**src/rtl/seg7_pkg.sv**
```systemverilog
// seg7_pkg: segment bit positions and digit encodings for the seven-segment scan driver
package seg7_pkg;
    localparam int SEG_A  = 0;
    localparam int SEG_B  = 1;
    localparam int SEG_C  = 2;
    localparam int SEG_D  = 3;
    localparam int SEG_E  = 4;
    localparam int SEG_F  = 5;
    localparam int SEG_G  = 6;
    localparam int SEG_DP = 7;
    localparam logic [7:0] SEG_DASH  = 8'(1 << SEG_G);
    localparam logic [7:0] SEG_BLANK = 8'h00;

    // Non-BCD values (10-15) render as a dash so bad data is visible, not silent
    function automatic logic [7:0] seg7_digit(input logic [3:0] d);
        case (d)
            4'd0:    seg7_digit = 8'h3F;
            4'd1:    seg7_digit = 8'h06;
            4'd2:    seg7_digit = 8'h5B;
            4'd3:    seg7_digit = 8'h4F;
            4'd4:    seg7_digit = 8'h66;
            4'd5:    seg7_digit = 8'h6D;
            4'd6:    seg7_digit = 8'h7D;
            4'd7:    seg7_digit = 8'h07;
            4'd8:    seg7_digit = 8'h7F;
            4'd9:    seg7_digit = 8'h6F;
            default: seg7_digit = SEG_DASH;
        endcase
    endfunction
endpackage

```
**src/rtl/seg7_lut.sv**
```systemverilog
// seg7_lut: combinational BCD-to-segment decoder, dp always off
module seg7_lut
    import seg7_pkg::*;
(
    input  logic [3:0] digit,
    output logic [7:0] seg
);
    assign seg = seg7_digit(digit);
endmodule

```
**src/rtl/seg7_scan_driver.sv**
```systemverilog
// seg7_scan_driver: multiplexed seven-segment driver with blanking, PWM, timeout and polarity
module seg7_scan_driver
    import seg7_pkg::*;
#(
    parameter int NUM_DIGITS    = 2,
    parameter int TIMEOUT_TICKS = 255
) (
    input  logic                    clk,
    input  logic                    rst,
    input  logic                    tick,
    input  logic [4*NUM_DIGITS-1:0] digits_in,
    input  logic                    load,
    input  logic                    force_blank,
    input  logic [3:0]              bright,
    input  logic                    seg_pol,
    input  logic                    com_pol,
    output logic [7:0]              seg_out,
    output logic [NUM_DIGITS-1:0]   com_out,
    output logic                    display_on
);
    localparam int SW = NUM_DIGITS > 1 ? $clog2(NUM_DIGITS) : 1;

    logic [3:0]              sub;
    logic [SW-1:0]           slot;
    logic [4*NUM_DIGITS-1:0] pending;
    logic [4*NUM_DIGITS-1:0] shadow;
    logic [7:0]              tcnt;
    logic [7:0]              seg_r;
    logic [7:0]              lut_seg;
    logic [NUM_DIGITS-1:0]   com_r;
    logic [NUM_DIGITS-1:0]   slot_hot;
    logic [NUM_DIGITS-1:0]   lz;
    logic [3:0]              cur;
    logic                    nz;
    logic                    en;

    // lz[k]: digit k and every more-significant digit are zero
    always_comb begin
        cur      = 4'd0;
        slot_hot = '0;
        lz       = '0;
        nz       = 1'b0;
        for (int k = 0; k < NUM_DIGITS; k++)
            if (slot == SW'(k)) begin
                cur         = shadow[k*4 +: 4];
                slot_hot[k] = 1'b1;
            end
        for (int k = NUM_DIGITS - 1; k > 0; k--) begin
            nz    = nz | (shadow[k*4 +: 4] != 4'd0);
            lz[k] = ~nz;
        end
    end

    seg7_lut u_lut (
        .digit (cur),
        .seg   (lut_seg)
    );

    assign display_on = tcnt != 8'd0;
    assign en = sub != 4'd0 && sub <= bright && display_on && !force_blank && !(|(lz & slot_hot));

    always_ff @(posedge clk or posedge rst) begin
        if (rst) begin
            sub     <= 4'd0;
            slot    <= '0;
            pending <= '0;
            shadow  <= '0;
            tcnt    <= 8'd0;
            seg_r   <= SEG_BLANK;
            com_r   <= '0;
        end else begin
            sub <= sub + 4'd1;
            if (sub == 4'd15)
                slot <= slot == SW'(NUM_DIGITS - 1) ? '0 : slot + 1'b1;
            if (load)
                pending <= digits_in;
            if (sub == 4'd15)
                shadow <= load ? digits_in : pending;
            if (load)
                tcnt <= 8'(TIMEOUT_TICKS);
            else if (tick && display_on)
                tcnt <= tcnt - 8'd1;
            seg_r <= en ? lut_seg : SEG_BLANK;
            com_r <= en ? slot_hot : '0;
        end
    end

    assign seg_out = seg_r ^ {8{~seg_pol}};
    assign com_out = com_r ^ {NUM_DIGITS{~com_pol}};
endmodule

```
**config.mk**
```make
export PLATFORM = sky130hd
export DESIGN_NAME = seg7_scan_driver
export DESIGN_NICKNAME = d
export VERILOG_FILES = /design/src/rtl/seg7_pkg.sv /design/src/rtl/seg7_lut.sv /design/src/rtl/seg7_scan_driver.sv
export SDC_FILE = /design/constraint.sdc
export NUM_CORES = 1
export LEC_CHECK = 0
export CAP_MARGIN = 5
export CORE_MARGIN = 2
export CORE_UTILIZATION = 57
export DETAILED_ROUTE_END_ITERATION = 12
export DONT_BUFFER_PORTS = 1
export PLACE_DENSITY = 0.84
export SETUP_SLACK_MARGIN = 0.2
export SYNTH_ARGS = -nofsm -noshare
export SYNTH_HDL_FRONTEND = slang
export SYNTH_SLANG_ARGS = --single-unit
```
**constraint.sdc**
```tcl
create_clock -name clk -period 4.85 [get_ports clk]
set_clock_uncertainty 0.05 [all_clocks]
set_input_delay 0.97 -clock clk [delete_from_list [all_inputs] [get_ports clk]]
set_output_delay 0.97 -clock clk [all_outputs]
set_load 0.005 [all_outputs]
```
==> results.toml <==
[outcome]
outcome = "finished clean"

[cts]
cts_buffer_depth = 2
h-tree-depth = 2
clk_pin_slew_ps = 110
hold_buffers = 0
cts_tree = "yes"
insertion_delay_ps = 360
cts-root-buf = "clkbuf_4"
cts_resized = 0
post_cts_buffers = 0
cts_sinks = 38
cts_buffers = 5

[sta]
maxSlewViolCount = 0
tightest_slew_ps = 852
period_needed_ps = 2780
timing.setup.tns_ps = 0
max_slew_margin = 0.416
final-setup-viol-count = 0
period_share = 0.573
max_freq_mhz = 360
rsz0062_at_grt = "no"
hold_viol = 0

[global_routing]
grt_pass1_vias = 1260
grt_pass1_wl_mm = 5.58
grt_start_max_net_pins = 39
grt.total_usage = 0.182
antenna_found_initial = 0
grt_overflow = 0

[drt]
viasPerCell = 5.60
drc_errors = 0
wl_mm = 3.20
wire_per_inst_um = 14.5
vias = 1237
ant_nets = 0
dr.pass1.iters = 4
drt_iter0_drc = 76

[synth]
yosys_warnings = 0
synth.distinct_cells = 36
synth_seq_cells = 38
synth_edf_count = 0
synth_cells = 172
synthTopCellsByArea = "dfrtp_1 (48%), mux2_2 (9.6%), ha_1 (8.1%)"
synth_area_um2 = 2000
ys_seq_area_frac = 0.476
synth_nets = 204
synth.avg_cell_area_um2 = 11.6
synth_top_cell_area_share = 0.476
synth_top_area_cell = "dfrtp_1"
synthArstFlopShare = 1.00
synth-main-ff-cell = "dfrtp_1"

[critical_path]
start_kind = "flip-flop"
end_kind = "output port"
setup.worst_path.start = "tcnt[0]"
slowest_stage = "dfrtp_1"
crit_buf_inv = 1
rr_startpoint = "slot"
worst_ep_required_time_ps = 3830
arrival_ps = 1760
criticalPathCategory = "reg2out"
slowest_delay_ps = 410
path_max_fanout = 4
worstPathCellList = "inv_1 -> ha_1 -> nor3b_1 -> nand2_1"
critPathTopFamily = "simple AND/OR/NAND/NOR gates"

[floorplanning]
io_pins = 30
die_w_um = 63.2
core_um2 = 3360
row_count = 21
die-area_um2 = 4000
initial_utilization = 0.594
die_y_um = 63.2

[final_layout]
nets = 206
drive_gt1_frac = 0.189
areaGrowthSynthToFinish_pct = 4.32
post-route-util = 0.620
antenna_cells = 0

[place]
io_buffers = 0
hpwlAfterDp_mm = 2.38
gp_congestion = 0.824

[power]
ir_drop_uv = 145
power_density_nw_per_um2 = 285
power_switching_uw = 155
combPwrFrac = 0.136
power.share.clock = 0.293
p_int_uw = 440
p_leak_uw = 0.000932
switching_share = 0.260
seqPwrFrac = 0.572

[worst_hold_path]
worstHoldStart = "sub[0]"
hold_path.class = "reg2reg"

[job]
drv_cap = 0
==> path summary, 6_finish.rpt <==
check | to | slack, ps | cells past startpoint
worst max-delay path | display_on | 2070 | 4
worst min-delay path | sub[0] | 450 | 1
worst max register to register | seg_r[3] | 2820 | 4
worst min register to register | sub[0] | 450 | 1
max in group asynchronous | seg_r[6] | 3860 | 2
min in group asynchronous | shadow[5] | 550 | 2
==> metal layers <==
layer / global-route usage / up-vias / wire length [µm]
met5: 0 / - / 0
met4: 0.0489 / 0 / 33
met3: 0.0625 / 4 / 133
met2: 0.328 / 23 / 1650
met1: 0.206 / 609 / 1380
li1: - / 601 / -
==> registers in the layout, summed over array words and instances, names as in the netlist <==
signal and flops:
com_r 2, slot 1, tcnt 8, shadow 8, seg_r 7, pending 8
sub 4
==> cells in the mapped netlist, types with 2 or more instances <==
cell / number
buf_6: 2
clkbuf_1: 3
dfrtp_1: 38
nor3_1: 13
mux2_2: 17
xnor2_1: 13
a21oi_1: 9
nor3b_1: 2
ha_1: 13
mux2_4: 2
nor2b_1: 3
inv_1: 11
nand3_1: 6
nand2_1: 6
nor4_1: 2
nor2_1: 7
mux2i_1: 5
nand2b_1: 2
==> worst reg2reg max path: stages, from the launching register on <==
cell and delay, ps:
dfrtp_1 570, mux2i_1 770, nor2_1 180, a22oi_1 250
nor3_1 70
==> per-stage QoR <==
step           power [µW]  std cells  cell area, µm²  hold WS, ps  worst slack (ps)
2_1_floorplan         416        172            2000          408              2360
3_3_place_gp          422        213            2030          429              2540
3_5_place_dp          428        213            2030          438              2470
4_1_cts               600        221            2090          452              2070
5_1_grt               623        221            2090          484              1820
6_report              595        221            2090          447              2070
==> final cells by class <==
type	count	area, µm²
clock buffer	7	55.1
multi-input combinational	117	968
timing repair buffer	1	7.51
fill	277	1280
sequential	38	951
tap	46	57.6
clock inverter	1	5.00
inverter	11	41.3
==> power groups by stage <==
stage / Combinational, µW / Sequential (µW) / Clock [µW]
floorplan: 72.5 / 344 / 0
global placement: 76.3 / 346 / 0
detailed placement: 81.3 / 346 / 0
CTS: 81.8 / 340 / 178
global route: 91.0 / 342 / 190
finish: 80.6 / 340 / 174
==> logic make-up after synthesis <==
group / share of synthesized area
muxes: 0.143
buffers and inverters: 0.0400
adders and majority gates: 0.0814
and+or+nand+nor: 0.131
DFF: 0.476
xor gates and xnor gates: 0.0613
AOI/OAI and AO/OA: 0.0682
==> placed cells by master (no fill, tap or decap) <==
cell	n
nand2_1	6
clkinv_2	1
a21bo_4	1
nor3_1	13
clkbuf_8	1
o31a_1	1
mux2_2	17
nand3_1	6
xor2_1	1
mux2i_2	1
inv_1	11
a21oi_1	9
clkbuf_1	1
nor2b_1	3
o211ai_1	1
nor4_4	1
mux2i_1	5
buf_4	1
nor3b_1	2
nand3_2	1
clkbuf_4	5
a21o_1	1
mux2_4	2
nor4_1	2
a311oi_1	1
ha_1	13
or3_1	1
xnor2_1	13
nand2b_1	2
a31oi_1	1
o31ai_1	1
a22oi_1	1
a22oi_2	1
and4bb_2	1
nor2_1	7
a211o_1	1
dfrtp_1	38
and4_1	1
No activity file was read; power rests on OpenSTA's default activity.
